[config.mk]
export PLATFORM = sky130hd
export DESIGN_NAME = fwvexrisc_simplebus_wb_bridge_flat
export DESIGN_NICKNAME = d
export VERILOG_FILES = /design/src/rtl/fwvexrisc_simplebus_wb_bridge_if.sv /design/src/rtl/fwvexrisc_simplebus_wb_bridge.sv /design/src/flat_wrapper.sv
export SDC_FILE = /design/constraint.sdc
export NUM_CORES = 1
export LEC_CHECK = 0
export BUFFER_PORTS_ARGS = -buffer_cell sky130_fd_sc_hd__clkbuf_2
export CAP_MARGIN = 25
export CORE_UTILIZATION = 50
export DETAILED_ROUTE_END_ITERATION = 6
export GPL_TIMING_DRIVEN = 0
export PLACE_DENSITY = 0.86
export SYNTH_ARGS = -nofsm -noshare
export SYNTH_HDL_FRONTEND = slang
export SYNTH_SLANG_ARGS = --single-unit
[constraint.sdc]
create_clock -name clock -period 8.2 [get_ports clock]
set_input_delay 0.82 -clock clock [delete_from_list [all_inputs] [get_ports clock]]
set_output_delay 0.82 -clock clock [all_outputs]
set_load 0.01 [all_outputs]
[src/rtl/fwvexrisc_simplebus_wb_bridge_if.sv]
// Core-side simple iBus/dBus and Wishbone initiator signals of the fwvexrisc bridge.
// The bridge uses the slave view; the core/interconnect side uses the master view.
interface fwvexrisc_simplebus_wb_bridge_if #(
  parameter int ADR_WIDTH = 32
);
  logic                 iBus_cmd_valid;
  logic                 iBus_cmd_ready;
  logic [31:0]          iBus_cmd_payload_pc;
  logic                 iBus_rsp_valid;
  logic                 iBus_rsp_payload_error;
  logic [31:0]          iBus_rsp_payload_inst;

  logic                 dBus_cmd_valid;
  logic                 dBus_cmd_ready;
  logic                 dBus_cmd_payload_wr;
  logic [31:0]          dBus_cmd_payload_address;
  logic [31:0]          dBus_cmd_payload_data;
  logic [1:0]           dBus_cmd_payload_size;
  logic                 dBus_rsp_ready;
  logic                 dBus_rsp_error;
  logic [31:0]          dBus_rsp_data;

  logic [ADR_WIDTH-1:0] i_adr;
  logic [31:0]          i_dat_w;
  logic [31:0]          i_dat_r;
  logic                 i_cyc;
  logic                 i_stb;
  logic                 i_we;
  logic [3:0]           i_sel;
  logic                 i_ack;
  logic                 i_err;

  modport slave (
    input  iBus_cmd_valid, iBus_cmd_payload_pc,
    output iBus_cmd_ready, iBus_rsp_valid, iBus_rsp_payload_error, iBus_rsp_payload_inst,
    input  dBus_cmd_valid, dBus_cmd_payload_wr, dBus_cmd_payload_address,
    input  dBus_cmd_payload_data, dBus_cmd_payload_size,
    output dBus_cmd_ready, dBus_rsp_ready, dBus_rsp_error, dBus_rsp_data,
    output i_adr, i_dat_w, i_cyc, i_stb, i_we, i_sel,
    input  i_dat_r, i_ack, i_err
  );

  modport master (
    output iBus_cmd_valid, iBus_cmd_payload_pc,
    input  iBus_cmd_ready, iBus_rsp_valid, iBus_rsp_payload_error, iBus_rsp_payload_inst,
    output dBus_cmd_valid, dBus_cmd_payload_wr, dBus_cmd_payload_address,
    output dBus_cmd_payload_data, dBus_cmd_payload_size,
    input  dBus_cmd_ready, dBus_rsp_ready, dBus_rsp_error, dBus_rsp_data,
    input  i_adr, i_dat_w, i_cyc, i_stb, i_we, i_sel,
    output i_dat_r, i_ack, i_err
  );
endinterface

[src/rtl/fwvexrisc_simplebus_wb_bridge.sv]
// Bridges the VexRiscv simple iBus/dBus onto a single Wishbone initiator with
// selectable arbitration, post-response turnaround, err propagation and timeout abort.
module fwvexrisc_simplebus_wb_bridge #(
  parameter int ADR_WIDTH  = 32,
  parameter int ARB_MODE   = 0,
  parameter int TURNAROUND = 2,
  parameter int TIMEOUT    = 0
) (
  input  logic                              clock,
  input  logic                              reset,
  fwvexrisc_simplebus_wb_bridge_if.slave    bus
);

  typedef enum logic [1:0] {S_IDLE, S_DATA, S_INST, S_TURN} state_t;

  // One counter serves both the timeout (in DATA/INST) and the turnaround (in TURN).
  localparam int CNT_W = (TIMEOUT > 7) ? $clog2(TIMEOUT + 1) : 3;
  localparam logic [CNT_W-1:0] TO_LAST   = CNT_W'((TIMEOUT > 0) ? TIMEOUT - 1 : 0);
  localparam logic [CNT_W-1:0] TURN_LAST = CNT_W'((TURNAROUND > 0) ? TURNAROUND - 1 : 0);

  state_t               state_q, state_d;
  logic                 last_i_q, last_i_d;
  logic [CNT_W-1:0]     cnt_q, cnt_d;
  logic [ADR_WIDTH-1:0] adr_q, adr_d;
  logic [31:0]          dat_w_q, dat_w_d;
  logic                 we_q, we_d;
  logic [3:0]           sel_q, sel_d;
  logic                 cyc_q, cyc_d;
  logic                 i_rsp_valid_q, i_rsp_valid_d;
  logic                 i_rsp_err_q, i_rsp_err_d;
  logic [31:0]          i_inst_q, i_inst_d;
  logic                 d_rsp_ready_q, d_rsp_ready_d;
  logic                 d_rsp_err_q, d_rsp_err_d;
  logic [31:0]          d_rsp_data_q, d_rsp_data_d;

  logic pick_d;
  logic d_ready;
  logic i_ready;
  logic done;
  logic timed_out;

  function automatic logic [3:0] byte_sel(input logic [1:0] size, input logic [1:0] a);
    case (size)
      2'd0:    byte_sel = 4'b0001 << a;
      2'd1:    byte_sel = a[1] ? 4'b1100 : 4'b0011;
      default: byte_sel = 4'b1111;
    endcase
  endfunction

  always_comb begin
    // With no conflicting requests, the round-robin preference still decides which ready is shown.
    if (ARB_MODE == 0) begin
      pick_d = bus.dBus_cmd_valid | ~bus.iBus_cmd_valid;
    end else if (bus.dBus_cmd_valid & bus.iBus_cmd_valid) begin
      pick_d = last_i_q;
    end else begin
      pick_d = bus.dBus_cmd_valid | (~bus.iBus_cmd_valid & last_i_q);
    end
    d_ready   = (state_q == S_IDLE) & pick_d & ~reset;
    i_ready   = (state_q == S_IDLE) & ~pick_d & ~reset;
    done      = bus.i_ack | bus.i_err;
    timed_out = (TIMEOUT > 0) && !done && (cnt_q == TO_LAST);
  end

  always_comb begin
    state_d       = state_q;
    last_i_d      = last_i_q;
    cnt_d         = cnt_q;
    adr_d         = adr_q;
    dat_w_d       = dat_w_q;
    we_d          = we_q;
    sel_d         = sel_q;
    cyc_d         = cyc_q;
    i_rsp_valid_d = 1'b0;
    i_rsp_err_d   = i_rsp_err_q;
    i_inst_d      = i_inst_q;
    d_rsp_ready_d = 1'b0;
    d_rsp_err_d   = d_rsp_err_q;
    d_rsp_data_d  = d_rsp_data_q;

    case (state_q)
      S_IDLE: begin
        if (d_ready & bus.dBus_cmd_valid) begin
          adr_d    = bus.dBus_cmd_payload_address[ADR_WIDTH-1:0];
          dat_w_d  = bus.dBus_cmd_payload_data;
          we_d     = bus.dBus_cmd_payload_wr;
          sel_d    = byte_sel(bus.dBus_cmd_payload_size, bus.dBus_cmd_payload_address[1:0]);
          cyc_d    = 1'b1;
          cnt_d    = '0;
          last_i_d = 1'b0;
          state_d  = S_DATA;
        end else if (i_ready & bus.iBus_cmd_valid) begin
          adr_d    = bus.iBus_cmd_payload_pc[ADR_WIDTH-1:0];
          dat_w_d  = '0;
          we_d     = 1'b0;
          sel_d    = 4'b1111;
          cyc_d    = 1'b1;
          cnt_d    = '0;
          last_i_d = 1'b1;
          state_d  = S_INST;
        end
      end
      S_DATA, S_INST: begin
        cnt_d = cnt_q + CNT_W'(1);
        if (done | timed_out) begin
          cyc_d   = 1'b0;
          cnt_d   = '0;
          state_d = (TURNAROUND > 0) ? S_TURN : S_IDLE;
          // err dominates ack; a timeout reports an error with zeroed data.
          if (state_q == S_DATA) begin
            d_rsp_ready_d = 1'b1;
            d_rsp_err_d   = bus.i_err | timed_out;
            d_rsp_data_d  = done ? bus.i_dat_r : 32'h0;
          end else begin
            i_rsp_valid_d = 1'b1;
            i_rsp_err_d   = bus.i_err | timed_out;
            i_inst_d      = done ? bus.i_dat_r : 32'h0;
          end
        end
      end
      S_TURN: begin
        if (cnt_q == TURN_LAST) begin
          cnt_d   = '0;
          state_d = S_IDLE;
        end else begin
          cnt_d = cnt_q + CNT_W'(1);
        end
      end
      default: state_d = S_IDLE;
    endcase
  end

  always_ff @(posedge clock or posedge reset) begin
    if (reset) begin
      state_q       <= S_IDLE;
      last_i_q      <= 1'b1;
      cnt_q         <= '0;
      adr_q         <= '0;
      dat_w_q       <= '0;
      we_q          <= 1'b0;
      sel_q         <= '0;
      cyc_q         <= 1'b0;
      i_rsp_valid_q <= 1'b0;
      i_rsp_err_q   <= 1'b0;
      i_inst_q      <= '0;
      d_rsp_ready_q <= 1'b0;
      d_rsp_err_q   <= 1'b0;
      d_rsp_data_q  <= '0;
    end else begin
      state_q       <= state_d;
      last_i_q      <= last_i_d;
      cnt_q         <= cnt_d;
      adr_q         <= adr_d;
      dat_w_q       <= dat_w_d;
      we_q          <= we_d;
      sel_q         <= sel_d;
      cyc_q         <= cyc_d;
      i_rsp_valid_q <= i_rsp_valid_d;
      i_rsp_err_q   <= i_rsp_err_d;
      i_inst_q      <= i_inst_d;
      d_rsp_ready_q <= d_rsp_ready_d;
      d_rsp_err_q   <= d_rsp_err_d;
      d_rsp_data_q  <= d_rsp_data_d;
    end
  end

  assign bus.iBus_cmd_ready         = i_ready;
  assign bus.dBus_cmd_ready         = d_ready;
  assign bus.iBus_rsp_valid         = i_rsp_valid_q;
  assign bus.iBus_rsp_payload_error = i_rsp_err_q;
  assign bus.iBus_rsp_payload_inst  = i_inst_q;
  assign bus.dBus_rsp_ready         = d_rsp_ready_q;
  assign bus.dBus_rsp_error         = d_rsp_err_q;
  assign bus.dBus_rsp_data          = d_rsp_data_q;
  assign bus.i_adr                  = adr_q;
  assign bus.i_dat_w                = dat_w_q;
  assign bus.i_cyc                  = cyc_q;
  assign bus.i_stb                  = cyc_q;
  assign bus.i_we                   = we_q;
  assign bus.i_sel                  = sel_q;

endmodule

[src/flat_wrapper.sv]
// flat-port wrapper written by rule: the top's interface ports become plain ports
module fwvexrisc_simplebus_wb_bridge_flat 
#(
  parameter int ADR_WIDTH  = 32,
  parameter int ARB_MODE   = 0,
  parameter int TURNAROUND = 2,
  parameter int TIMEOUT    = 0
)
  (clock, reset, bus_iBus_cmd_valid, bus_iBus_cmd_payload_pc, bus_iBus_cmd_ready, bus_iBus_rsp_valid, bus_iBus_rsp_payload_error, bus_iBus_rsp_payload_inst, bus_dBus_cmd_valid, bus_dBus_cmd_payload_wr, bus_dBus_cmd_payload_address, bus_dBus_cmd_payload_data, bus_dBus_cmd_payload_size, bus_dBus_cmd_ready, bus_dBus_rsp_ready, bus_dBus_rsp_error, bus_dBus_rsp_data, bus_i_adr, bus_i_dat_w, bus_i_cyc, bus_i_stb, bus_i_we, bus_i_sel, bus_i_dat_r, bus_i_ack, bus_i_err);
  fwvexrisc_simplebus_wb_bridge_if #(.ADR_WIDTH(ADR_WIDTH)) bus_i ();
  input  logic clock;
  input  logic reset;
  input wire logic [$bits(bus_i.iBus_cmd_valid)-1:0] bus_iBus_cmd_valid;
  input wire logic [$bits(bus_i.iBus_cmd_payload_pc)-1:0] bus_iBus_cmd_payload_pc;
  output wire logic [$bits(bus_i.iBus_cmd_ready)-1:0] bus_iBus_cmd_ready;
  output wire logic [$bits(bus_i.iBus_rsp_valid)-1:0] bus_iBus_rsp_valid;
  output wire logic [$bits(bus_i.iBus_rsp_payload_error)-1:0] bus_iBus_rsp_payload_error;
  output wire logic [$bits(bus_i.iBus_rsp_payload_inst)-1:0] bus_iBus_rsp_payload_inst;
  input wire logic [$bits(bus_i.dBus_cmd_valid)-1:0] bus_dBus_cmd_valid;
  input wire logic [$bits(bus_i.dBus_cmd_payload_wr)-1:0] bus_dBus_cmd_payload_wr;
  input wire logic [$bits(bus_i.dBus_cmd_payload_address)-1:0] bus_dBus_cmd_payload_address;
  input wire logic [$bits(bus_i.dBus_cmd_payload_data)-1:0] bus_dBus_cmd_payload_data;
  input wire logic [$bits(bus_i.dBus_cmd_payload_size)-1:0] bus_dBus_cmd_payload_size;
  output wire logic [$bits(bus_i.dBus_cmd_ready)-1:0] bus_dBus_cmd_ready;
  output wire logic [$bits(bus_i.dBus_rsp_ready)-1:0] bus_dBus_rsp_ready;
  output wire logic [$bits(bus_i.dBus_rsp_error)-1:0] bus_dBus_rsp_error;
  output wire logic [$bits(bus_i.dBus_rsp_data)-1:0] bus_dBus_rsp_data;
  output wire logic [$bits(bus_i.i_adr)-1:0] bus_i_adr;
  output wire logic [$bits(bus_i.i_dat_w)-1:0] bus_i_dat_w;
  output wire logic [$bits(bus_i.i_cyc)-1:0] bus_i_cyc;
  output wire logic [$bits(bus_i.i_stb)-1:0] bus_i_stb;
  output wire logic [$bits(bus_i.i_we)-1:0] bus_i_we;
  output wire logic [$bits(bus_i.i_sel)-1:0] bus_i_sel;
  input wire logic [$bits(bus_i.i_dat_r)-1:0] bus_i_dat_r;
  input wire logic [$bits(bus_i.i_ack)-1:0] bus_i_ack;
  input wire logic [$bits(bus_i.i_err)-1:0] bus_i_err;
  assign bus_i.iBus_cmd_valid = bus_iBus_cmd_valid;
  assign bus_i.iBus_cmd_payload_pc = bus_iBus_cmd_payload_pc;
  assign bus_iBus_cmd_ready = bus_i.iBus_cmd_ready;
  assign bus_iBus_rsp_valid = bus_i.iBus_rsp_valid;
  assign bus_iBus_rsp_payload_error = bus_i.iBus_rsp_payload_error;
  assign bus_iBus_rsp_payload_inst = bus_i.iBus_rsp_payload_inst;
  assign bus_i.dBus_cmd_valid = bus_dBus_cmd_valid;
  assign bus_i.dBus_cmd_payload_wr = bus_dBus_cmd_payload_wr;
  assign bus_i.dBus_cmd_payload_address = bus_dBus_cmd_payload_address;
  assign bus_i.dBus_cmd_payload_data = bus_dBus_cmd_payload_data;
  assign bus_i.dBus_cmd_payload_size = bus_dBus_cmd_payload_size;
  assign bus_dBus_cmd_ready = bus_i.dBus_cmd_ready;
  assign bus_dBus_rsp_ready = bus_i.dBus_rsp_ready;
  assign bus_dBus_rsp_error = bus_i.dBus_rsp_error;
  assign bus_dBus_rsp_data = bus_i.dBus_rsp_data;
  assign bus_i_adr = bus_i.i_adr;
  assign bus_i_dat_w = bus_i.i_dat_w;
  assign bus_i_cyc = bus_i.i_cyc;
  assign bus_i_stb = bus_i.i_stb;
  assign bus_i_we = bus_i.i_we;
  assign bus_i_sel = bus_i.i_sel;
  assign bus_i.i_dat_r = bus_i_dat_r;
  assign bus_i.i_ack = bus_i_ack;
  assign bus_i.i_err = bus_i_err;
  fwvexrisc_simplebus_wb_bridge #(.ADR_WIDTH(ADR_WIDTH), .ARB_MODE(ARB_MODE), .TURNAROUND(TURNAROUND), .TIMEOUT(TIMEOUT)) u_core (.clock(clock), .reset(reset), .bus(bus_i));
endmodule
# Yosys cells after proc, flatten, opt, wreduce, memory -nomap -nowiden
# Index checks and enable logic that the tools add are counted.
# totals
reg_bits	143
in_bits	137
elab_cells	75
# op_classes
n_addsub	1
eq_ne	8
shifts	1
mux	30
bitwise	12
n_reduce_logical	10
# op_table
operator	n
$mux W32	4
$mux W3	4
$mux W4	3
$reduce_and A3 Y1	4
$mux W1	11
$pmux W3 S3	1
$mux W2	4
$pmux W4 S2	1
$and A1 B1 Y1	6
$pmux W2 S3	1
$eq A2 B1 Y1 const B	2
$eq A2 B2 Y1 const B	2
$logic_not A2 Y1	2
$ne A2 B1 Y1 const B	2
$not A1 Y1	4
$reduce_bool A2 Y1	2
$shl A1 B2 Y4 const A	1
$add A3 B1 Y3 const B	1
$eq A3 B1 Y1 const B	1
$ne A3 B3 Y1 const B	1
$or A1 B1 Y1	2
$pmux W1 S2	1
$reduce_and A2 Y1	1
$reduce_or A2 Y1	1

# Logic depth before layout (Yosys ltp)
# Gate-level depths: netlist of run 1.
# logic_depth
depth_word	9
ltp_mapped	8

# Worst setup path after synthesis of run 1
# OpenSTA, ideal clock, no wires.
# synth_path
path_type	in2out
from	in reset
to	out bus_dBus_cmd_ready
t_arrival_ns	1.166
required_ns	7.380
path_slack_ns	6.214
cell_stages	2
cell_sequence	nand2b_1 > nor2_1
# synth_between
elab_chain_cells	2
# synth_rtl
element	line	rtl
start, declared	flat_wrapper.sv:12	input logic reset;
$not A1 Y1	fwvexrisc_simplebus_wb_bridge.sv:59	d_ready = (state_q == S_IDLE) & pick_d & ~reset;
$and A1 B1 Y1	fwvexrisc_simplebus_wb_bridge.sv:59	
end, declared	flat_wrapper.sv:24	output wire logic [$bits(bus_i.dBus_cmd_ready)-1:0] bus_dBus_cmd_ready;
# No other way between the ends.

# Worst setup path after layout of run 1
# layout_path
from	reg u_core.state_q[0]
to	out bus_iBus_cmd_ready
# layout_between
elab_chain_cells	3
# layout_rtl
element	line	rtl
start, declared	fwvexrisc_simplebus_wb_bridge.sv:21	state_t state_q, state_d;
start signal, assigned	fwvexrisc_simplebus_wb_bridge.sv:150	state_q <= state_d;
$logic_not A2 Y1	fwvexrisc_simplebus_wb_bridge.sv:60	i_ready = (state_q == S_IDLE) & ~pick_d & ~reset;
$and A1 B1 Y1 (2 in series)	fwvexrisc_simplebus_wb_bridge.sv:60	
end, declared	flat_wrapper.sv:15	output wire logic [$bits(bus_i.iBus_cmd_ready)-1:0] bus_iBus_cmd_ready;
# No other way between the ends.

==> results of run 1 <==
critical path: stages (launching register included):
cell and delay [ns]:
dfrtp_1 0.41, inv_1 0.15, ha_1 0.26, nor2b_4 0.22, and2_1 0.14, clkbuf_2 0.12
synth_stat cells:
| cell | n |
|---|---|
| buf_6 | 1 |
| nor2_2 | 1 |
| nor2b_1 | 2 |
| and3b_1 | 1 |
| a22o_1 | 33 |
| a22oi_1 | 1 |
| o21ai_0 | 5 |
| nor3b_1 | 1 |
| and2_4 | 1 |
| nor2b_4 | 1 |
| o21a_4 | 1 |
| mux2i_1 | 1 |
| o21ai_1 | 1 |
| o32a_1 | 1 |
| dfrtp_1 | 143 |
| ha_1 | 8 |
| a221oi_4 | 1 |
| nand2b_1 | 2 |
| o21bai_1 | 1 |
| buf_2 | 14 |
| and2_1 | 1 |
| o21ai_2 | 2 |
| mux2_1 | 1 |
| a21oi_1 | 7 |
| nand2_1 | 73 |
| o22ai_1 | 2 |
| a31oi_1 | 31 |
| mux2_2 | 64 |
| a32o_1 | 1 |
| clkbuf_1 | 5 |
| buf_4 | 7 |
| o31ai_1 | 2 |
| inv_1 | 9 |
| nor2_1 | 39 |
routing by layer:
metal,track usage,up-vias,wire length (um)
met1,0.306,2330,5940
met5,0,-,0
met3,0.0729,25,1310
met4,0.108,0,285
met2,0.471,239,8220
li1,-,2223,-
flip-flops by register name (all words and copies together) (netlist names):
name and flops:
u_core.bus.i_cyc 1, u_core.cnt_q 3, u_core.bus.dBus_rsp_data 32, u_core.bus.i_dat_w 32, u_core.bus.dBus_rsp_ready 1, u_core.bus.i_adr 32, u_core.bus.iBus_rsp_payload_error 1, u_core.bus.i_we 1
u_core.bus.dBus_rsp_error 1, u_core.bus.iBus_rsp_payload_inst 32, u_core.bus.i_sel 4, u_core.bus.iBus_rsp_valid 1, u_core.state_q 2
cell type report:
type / count / area [sq um] / area share
antenna: 1 / 2.50 / 0.000314
buffer: 27 / 153 / 0.0191
clock buffer: 20 / 457 / 0.0572
clock inverter: 11 / 154 / 0.0193
inverter: 9 / 38.8 / 0.00486
multi-input combinational: 285 / 2010 / 0.252
sequential: 143 / 3580 / 0.448
tap: 140 / 175 / 0.0220
timing repair buffer: 278 / 1410 / 0.177
power by group through the flow:
stage               Combinational [mW]  Clock, mW  Sequential [mW]
floorplan                        0.571          0             1.37
global placement                  1.20          0             1.22
detailed placement                1.25          0             1.24
CTS                               1.26      0.805             1.24
global route                      1.35      0.841             1.28
finish                            1.24      0.796             1.24
per-stage QoR:
stage	util	hold WS, ns	power (mW)
finish	0.723	0.488	3.28
global route	0.723	0.512	3.47
CTS	0.723	0.492	3.30
detailed placement	0.668	0.475	2.49
global placement	0.665	0.462	2.42
floorplan	-	0.492	1.94
path summary, 6_finish.rpt:
check | to | slack (ns) | depth (start not counted)
worst max-delay path | bus_iBus_cmd_ready | 5.66 | 5
worst min-delay path | u_core.bus.i_dat_w[7] | 0.49 | 2
worst max register to register | u_core.bus.i_adr[20] | 6.16 | 7
worst min register to register | u_core.bus.i_dat_w[31] | 0.50 | 1
max in group asynchronous | u_core.bus.iBus_rsp_payload_inst[27] | 6.91 | 3
min in group clock | u_core.bus.i_dat_w[31] | 0.50 | 1
cell families after synthesis:
family | count (synthesis) | synth area share
AND/OR/NAND/NOR | 122 | 0.0860
buffers and inverters | 36 | 0.0323
flip-flops | 143 | 0.620
AO/OA/AOI/OAI | 89 | 0.116
multiplexers | 66 | 0.129
adder cells (fa/ha/maj) | 8 | 0.0173
==> impl_metrics.csv, run 1 <==
group,metric,value,unit
yosys,synth_top_area_frac,0.620,
pwr,ir_drop,0.000256,V
flow_run,maxCapViolCount,0,
critical_path,startpoint_type,"register",
clock_tree,root_buffer,"clkbuf_16",
min_path,worstHoldPathType,"input port to async pin",
yosys,avgSynthCellArea,12.4,sq um
clock_tree,post-cts-setup-buffers,0,
sta,fin_crit_sh,0.310,
sta,slew_viol_final,0,
grt,grt_pass1_vias,4825,
grt,overflow,0,
final_layout,fillers,742,
detailed_routing,viasPerCell,5.27,
final_layout,final_common_cell,"clkbuf_2",
pwr,p_int,2.14,mW
yosys,yosys-top-cells-area,"dfrtp_1, mux2_2, a22o_1",
pwr,p_leak,4.13,nW
floorplan,dieHeight,109,um
grt,grt_max_degree,104,
clock_tree,cts-htree-levels,4,
critical_path,startpoint,"u_core.state_q[0]",
sta,min_period,2.54,ns
yosys,yosysUniqueCellTypes,34,
floorplan,core,0.0110,sq mm
detailed_routing,drtIter0Drc,271,
yosys,ys_seq_elements,143,
grt,antenna_found_initial,1,
yosys,yosysTopAreaCell,"dfrtp_1",
placed_design,place_area,0.00737,sq mm
sta,max_freq,0.393,GHz
yosys,syn_inst,464,
pwr,power_switching_share,0.347,
yosys,ys.warnings.count,0,
clock_tree,clockBufferDepth,2,
final_layout,final_cells,914,
grt,track_usage,0.267,
clock_tree,cts.sinks,143,
floorplan,placementRows,38,
sta,skew,0.0117,ns
clock_tree,clk_latency,0.42,ns
sta,rsz0062_at_grt,"false",
sta,setup_viol,0,
yosys,yosysSeqAreaShare,0.620,
pwr,p_seq_frac,0.378,
placed_design,dp_slack,5.89,ns
critical_path,critPathMaxFanout,4,
final_layout,final_cell_area,0.00798,sq mm
critical_path,cp_data_arrival_time,1.72,ns
yosys,synthesis.nets,609,
critical_path,cp_data_required_time,7.38,ns
placed_design,placed_cells,882,
sta,fin_ws,5.66,ns
placed_design,routabilityCongestion,0.790,
final_layout,area_growth,38.2,%
pwr,power_frac_comb,0.380,
clock_tree,cts_made_buffers,17,
sta,worstMarginPinSlew,0.566,ns
detailed_routing,finalWirelength,15.8,mm
yosys,syn-cell-area,0.00577,sq mm
sta,finalHoldViolCount,0,
detailed_routing,postRouteAntennaNets,0,
sta,setup_tns,0,ns
floorplan,die_area,0.0120,sq mm
floorplan,initial_utilization,0.523,
detailed_routing,post-route-drc-count,0,
pwr,powerDensity,411,mW/mm^2
critical_path,end_kind,"primary output",
clock_tree,cts_tree,"yes",
floorplan,die_x,109,um
placed_design,port_buffers,277,
clock_tree,clk_pin_slew,0.07,ns
detailed_routing,drt-pass1-iter-count,4,
final_layout,layout_common_cells,"clkbuf_2, dfrtp_1, nand2_1, mux2_2, nor2_1",
critical_path,path_class,"register to primary output",
pwr,p_sw,1.14,mW
detailed_routing,vias,4817,
sta,slew_headroom,0.623,
floorplan,boundaryPins,278,
run_status,status,"finished, final reports clean",
final_layout,nNetsFinal,906,
placed_design,dp_hpwl,11.8,mm
clock_tree,cts_resized,0,
detailed_routing,routedWlPerCell,17.2,um
clock_tree,ctsHoldBuffers,0,
pwr,pwr-share-clk,0.243,
critical_path,regToRegStartpoint,"u_core.state_q[0]",
grt,grt_pass1_wl,23.9,mm
final_layout,drive_above_1_share,0.520,
No activity file was read; power rests on OpenSTA's default activity.
==> inputs of run 2 (changes only) <==
--- a/config.mk
+++ b/config.mk
@@ -7,10 +7,10 @@
 export LEC_CHECK = 0
 export BUFFER_PORTS_ARGS = -buffer_cell sky130_fd_sc_hd__clkbuf_2
 export CAP_MARGIN = 25
-export CORE_UTILIZATION = 50
+export CORE_UTILIZATION = 46
 export DETAILED_ROUTE_END_ITERATION = 6
 export GPL_TIMING_DRIVEN = 0
-export PLACE_DENSITY = 0.86
+export PLACE_DENSITY = 0.8
 export SYNTH_ARGS = -nofsm -noshare
 export SYNTH_HDL_FRONTEND = slang
 export SYNTH_SLANG_ARGS = --single-unit
==> constraint.sdc (replaced) <==
create_clock -name clock -period 2.4 [get_ports clock]
set_input_delay 0.24 -clock clock [delete_from_list [all_inputs] [get_ports clock]]
set_output_delay 0.24 -clock clock [all_outputs]
set_load 0.01 [all_outputs]
==> impl_metrics.csv, run 2 (synthesis results as in run 1) <==
group,metric,value,unit
floorplan,dieHeight,114,um
detailed_routing,viasPerCell,5.12,
run_status,status,"finished, final reports clean",
min_path,worstHoldPathType,"input port to register",
pwr,power_frac_comb,0.378,
final_layout,final_cells,945,
sta,fin_crit_sh,0.838,
sta,finalHoldViolCount,0,
detailed_routing,vias,4835,
detailed_routing,routedWlPerCell,16.4,um
floorplan,die_area,0.0130,sq mm
critical_path,path_class,"register to register",
critical_path,end_kind,"register",
sta,worstMarginPinSlew,0.527,ns
sta,setup_viol,0,
clock_tree,clk_pin_slew,0.06,ns
pwr,p_int,7.34,mW
sta,skew,0.00560,ns
sta,max_freq,0.497,GHz
placed_design,placed_cells,912,
clock_tree,cts-htree-levels,4,
final_layout,drive_above_1_share,0.517,
pwr,pwr-share-clk,0.243,
clock_tree,clk_latency,0.41,ns
floorplan,boundaryPins,278,
grt,grt_pass1_wl,24.2,mm
clock_tree,cts.sinks,143,
pwr,power_switching_share,0.341,
final_layout,area_growth,39.5,%
detailed_routing,postRouteAntennaNets,0,
placed_design,port_buffers,277,
critical_path,startpoint_type,"register",
final_layout,multi_input_area,0.00201,sq mm
pwr,p_leak,4.15,nW
final_layout,diodes,0,
final_layout,nNetsFinal,909,
detailed_routing,drt-pass1-iter-count,4,
clock_tree,cts_tree,"yes",
critical_path,cp_data_arrival_time,2.32,ns
final_layout,fillers,955,
grt,overflow,0,
floorplan,core,0.0121,sq mm
pwr,p_sw,3.80,mW
sta,slew_viol_final,0,
critical_path,cp_data_required_time,2.71,ns
sta,hold_slack,0.0533,ns
pwr,ir_drop,0.000680,V
detailed_routing,post-route-drc-count,0,
grt,grt_pass1_vias,4903,
detailed_routing,finalWirelength,15.5,mm
final_layout,register_area,0.00358,sq mm
grt,antenna_found_initial,0,
grt,grt_max_degree,46,
placed_design,routabilityCongestion,0.830,
floorplan,die_x,114,um
grt,track_usage,0.244,
flow_run,maxCapViolCount,0,
pwr,powerDensity,1380,mW/mm^2
sta,min_period,2.01,ns
floorplan,initial_utilization,0.477,
critical_path,critPathMaxFanout,10,
placed_design,dp_hpwl,12.0,mm
pwr,p_seq_frac,0.379,
final_layout,layout_common_cells,"clkbuf_2, dfrtp_1, nand2_1, mux2_2, nor2_1",
clock_tree,cts_made_buffers,17,
sta,slew_headroom,0.648,
clock_tree,clockBufferDepth,2,
sta,rsz0062_at_grt,"false",
final_layout,final_common_cell,"clkbuf_2",
clock_tree,root_buffer,"clkbuf_16",
floorplan,placementRows,40,
detailed_routing,drtIter0Drc,279,
pwr,total_power,11.1,mW
## run 2: cell type report
cell class              count  share of cell area
clock inverters             8              0.0160
flip-flops and latches    143               0.444
well taps                 168              0.0261
multi-input cells         285               0.249
inverters                   9             0.00466
plain buffers              27              0.0190
clock buffers              24              0.0598
repair buffers            281               0.181
## run 2: per-stage QoR
stage                     setup TNS [ns]  setup WS [ns]  instance area [sq um]   util
after detailed placement               0          0.413                   7430  0.614
after CTS                              0          0.401                   8050  0.665
after floorplan                        0          0.369                   5780      -
after global placement            -62.81         -0.449                   7370  0.609
final                                  0          0.389                   8050  0.665
after global routing                   0          0.251                   8050  0.665
## run 2: per-layer routing
metal / routed length [um] / GRT usage / up-vias
li1: - / - / 2228
met1: 6010 / 0.270 / 2338
met2: 7970 / 0.438 / 241
met3: 1150 / 0.0680 / 28
met4: 351 / 0.106 / 0
met5: 0 / 0 / -
## run 2: timing repair
item	4_1_cts	5_1_grt
gates resized for setup	0	0
hold buffers	1	0
buffers inserted	0	0
hold endpoints to repair	19	0
## run 2: final timing paths
path,from,end,slack [ns],cells past startpoint
worst max-delay path,u_core.state_q[0],u_core.bus.i_adr[23],0.39,7
worst min-delay path,bus_dBus_cmd_payload_data[25],u_core.bus.i_dat_w[25],0.05,2
worst max register to register,u_core.state_q[0],u_core.bus.i_adr[23],0.39,7
worst min register to register,u_core.bus.dBus_rsp_error,u_core.bus.dBus_rsp_error,0.49,2
max in group asynchronous,reset,u_core.bus.dBus_rsp_data[10],1.05,5
min in group asynchronous,reset,u_core.cnt_q[0],0.52,3
## run 2: power groups by stage
| stage | Combinational, mW | Sequential [mW] | Clock (mW) |
|---|---|---|---|
| floorplan | 1.95 | 4.68 | 0 |
| global placement | 4.10 | 4.16 | 0 |
| detailed placement | 4.26 | 4.24 | 0 |
| CTS | 4.27 | 4.22 | 2.74 |
| global route | 4.61 | 4.35 | 2.84 |
| finish | 4.22 | 4.23 | 2.70 |
## run 2: worst max-delay path, cell delays in order, from the launching register on
cell	delay, ns
dfrtp_1	0.41
inv_1	0.12
ha_1	0.28
nor2b_4	0.16
nand2_1	0.22
clkbuf_1	0.39
nand2_1	0.11
a31oi_1	0.22
==> inputs of run 3 (changes only) <==
--- a/config.mk
+++ b/config.mk
@@ -7,10 +7,10 @@
 export LEC_CHECK = 0
 export BUFFER_PORTS_ARGS = -buffer_cell sky130_fd_sc_hd__clkbuf_2
 export CAP_MARGIN = 25
-export CORE_UTILIZATION = 46
+export CORE_UTILIZATION = 42
 export DETAILED_ROUTE_END_ITERATION = 6
 export GPL_TIMING_DRIVEN = 0
-export PLACE_DENSITY = 0.8
+export PLACE_DENSITY = 0.77
 export SYNTH_ARGS = -nofsm -noshare
 export SYNTH_HDL_FRONTEND = slang
 export SYNTH_SLANG_ARGS = --single-unit
==> constraint.sdc (replaced) <==
create_clock -name clock -period 1.6 [get_ports clock]
set_input_delay 0.16 -clock clock [delete_from_list [all_inputs] [get_ports clock]]
set_output_delay 0.16 -clock clock [all_outputs]
set_load 0.01 [all_outputs]
==> impl_metrics.csv, run 3 (synthesis results as in run 1) <==
group,metric,value,unit
detailed_routing,vias,5789,
run_status,status,"finished, violations left",
critical_path,r2r_cells,9,
critical_path,path_cells,"inv_2 -> ha_4 -> nor2b_4 -> and2_4 -> buf_12 -> buf_12 -> buf_16 -> nand2_4 -> a31oi_1",
sta,slew_viol_final,0,
final_layout,multi_input_area,0.00243,sq mm
final_layout,area_growth,77.2,%
clock_tree,clockBufferDepth,2,
pwr,total_power,18.9,mW
placed_design,dp_slack,-0.344,ns
sta,min_period,1.79,ns
final_layout,diodes,0,
grt,grt_pass1_wl,29.5,mm
critical_path,regToRegStartpoint,"u_core.state_q[1]",
sta,skew,0.0131,ns
floorplan,dieHeight,119,um
critical_path,critPathMaxFanout,5,
placed_design,dp_hpwl,11.1,mm
detailed_routing,post-route-drc-count,0,
detailed_routing,finalWirelength,22.0,mm
pwr,p_sw,6.71,mW
placed_design,routabilityCongestion,0.786,
critical_path,cp.depth,9,
critical_path,cp_data_arrival_time,2.10,ns
detailed_routing,viasPerCell,5.25,
grt,track_usage,0.268,
grt,antenna_found_initial,0,
floorplan,die_x,119,um
flow_run,maxCapViolCount,0,
final_layout,layout_common_cells,"clkbuf_2, dfrtp_1, dlygate4sd3_1, nand2_1, nor2_1",
sta,fin_crit_sh,1.12,
critical_path,startpoint_type,"register",
critical_path,end_kind,"register",
grt,overflow,0,
critical_path,startpoint,"u_core.state_q[1]",
sta,fin_ws,-0.188,ns
clock_tree,clk_pin_slew,0.06,ns
pwr,pwr-share-clk,0.217,
pwr,ir_drop,0.000936,V
sta,rsz0062_at_grt,"true",
floorplan,placementRows,42,
pwr,p_seq_frac,0.342,
detailed_routing,drt-pass1-iter-count,5,
sta,setup_viol,79,
grt,grt_max_degree,45,
floorplan,die_area,0.0142,sq mm
clock_tree,clk_latency,0.41,ns
sta,slew_headroom,0.538,
clock_tree,cts-htree-levels,4,
detailed_routing,postRouteAntennaNets,0,
sta,max_freq,0.559,GHz
critical_path,crit_path_frequent_cell,"buf_12",
critical_path,crit_slowest_cell,"dfrtp_1",
final_layout,register_area,0.00358,sq mm
grt,grt_pass1_vias,5797,
pwr,power_switching_share,0.355,
sta,worstMarginPinSlew,0.691,ns
critical_path,cp_num_buf_inv,4,
floorplan,boundaryPins,278,
critical_path,cp_data_required_time,1.92,ns
placed_design,port_buffers,277,
critical_path,path_class,"register to register",
final_layout,final_common_cell,"clkbuf_2",
final_layout,nNetsFinal,1059,
clock_tree,cts_tree,"yes",
pwr,power_frac_comb,0.441,
critical_path,slowest_delay,0.41,ns
final_layout,drive_above_1_share,0.522,
pwr,p_leak,5.24,nW
run_status,violations,"setup timing",
critical_path,critical_path.top_delay_family,"buffers and inverters",
min_path,worstHoldPathType,"input port to register",
critical_path,rrSetupSlack,-0.19,ns
detailed_routing,routedWlPerCell,19.9,um
detailed_routing,drtIter0Drc,410,
pwr,powerDensity,1850,mW/mm^2
sta,finalHoldViolCount,0,
clock_tree,cts_made_buffers,17,
clock_tree,root_buffer,"clkbuf_16",
floorplan,initial_utilization,0.433,
floorplan,core,0.0133,sq mm
final_layout,fillers,748,
pwr,p_int,12.2,mW
min_path,min_from,"bus_dBus_cmd_payload_data[29]",
critical_path,r2r-end,"u_core.bus.i_adr[12]",
clock_tree,cts.sinks,143,
critical_path,crit_end,"u_core.bus.i_adr[12]",
==> run 3: cell types whose count changed in the layout (fill, tap and decap cells not counted), sizes merged <==
cell	previous run	this run
dlygate4sd3	1	118
buf	25	54
clkbuf	306	308
clkinvlp	2	3
==> run 3: repair_timing <==
action / 4_1_cts / 5_1_grt
pin swaps: 5 / 64
hold buffers: 118 / 0
buffers inserted: 9 / 15
resized for setup: 53 / 114
setup endpoints to repair: 130 / 117
hold endpoints to repair: 126 / 0
gates cloned: 5 / 7
==> run 3: worst min path at each step <==
stage	to	slack [ns]	cells after the start
after detailed placement	u_core.cnt_q[1]	0.38	2
final	u_core.bus.i_dat_w[29]	0.003	2
after global routing	u_core.bus.dBus_rsp_data[9]	0.00009	2
after CTS	u_core.bus.dBus_rsp_data[26]	0.0002	2
after floorplan	u_core.bus.dBus_rsp_error	0.27	2
after global placement	u_core.bus.i_dat_w[15]	0.38	2
==> run 3: per-stage QoR <==
| stage | instances | cell area, sq um | utilization | TNS, ns | hold slack (ns) |
|---|---|---|---|---|---|
| after floorplan | 464 | 5780 | - | -50.20 | 0.265 |
| after global placement | 917 | 7390 | 0.553 | -201.37 | 0.383 |
| after detailed placement | 920 | 7450 | 0.558 | -22.51 | 0.376 |
| after CTS | 1083 | 9560 | 0.716 | -3.52 | 0.000220 |
| after global routing | 1102 | 10200 | 0.766 | -9.43 | 0.0000933 |
| final | 1102 | 10200 | 0.766 | -4.59 | 0.00330 |
==> run 3: layout make-up <==
type	count	area share
multi-input cells	285	0.238
plain buffers	24	0.0251
well taps	176	0.0215
clock inverters	9	0.0130
inverters	9	0.00367
repair buffers	434	0.303
clock buffers	22	0.0464
flip-flops and latches	143	0.350
==> run 3: power groups by stage <==
stage	registers, mW	clock network (mW)	logic [mW]
final	6.46	4.11	8.35
after global placement	6.23	0	6.20
after CTS	6.29	4.10	7.05
after global routing	6.62	4.28	8.88
after floorplan	7.02	0	2.93
after detailed placement	6.31	0	6.37
==> run 3: worst register-to-register path, cell delays in order (launching register included) <==
cell and delay, ns:
dfrtp_1 0.41, inv_2 0.11, ha_4 0.15, nor2b_4 0.18, and2_4 0.21, buf_12 0.14, buf_12 0.11, buf_16 0.12
nand2_4 0.05, a31oi_1 0.23
==> run 3: routing by layer <==
metal / vias up / GRT usage / wire (um)
met4: 0 / 0.131 / 900
met5: - / 0 / 0
met3: 74 / 0.0781 / 1800
li1: 2530 / - / -
met1: 2818 / 0.296 / 7780
met2: 367 / 0.469 / 11500
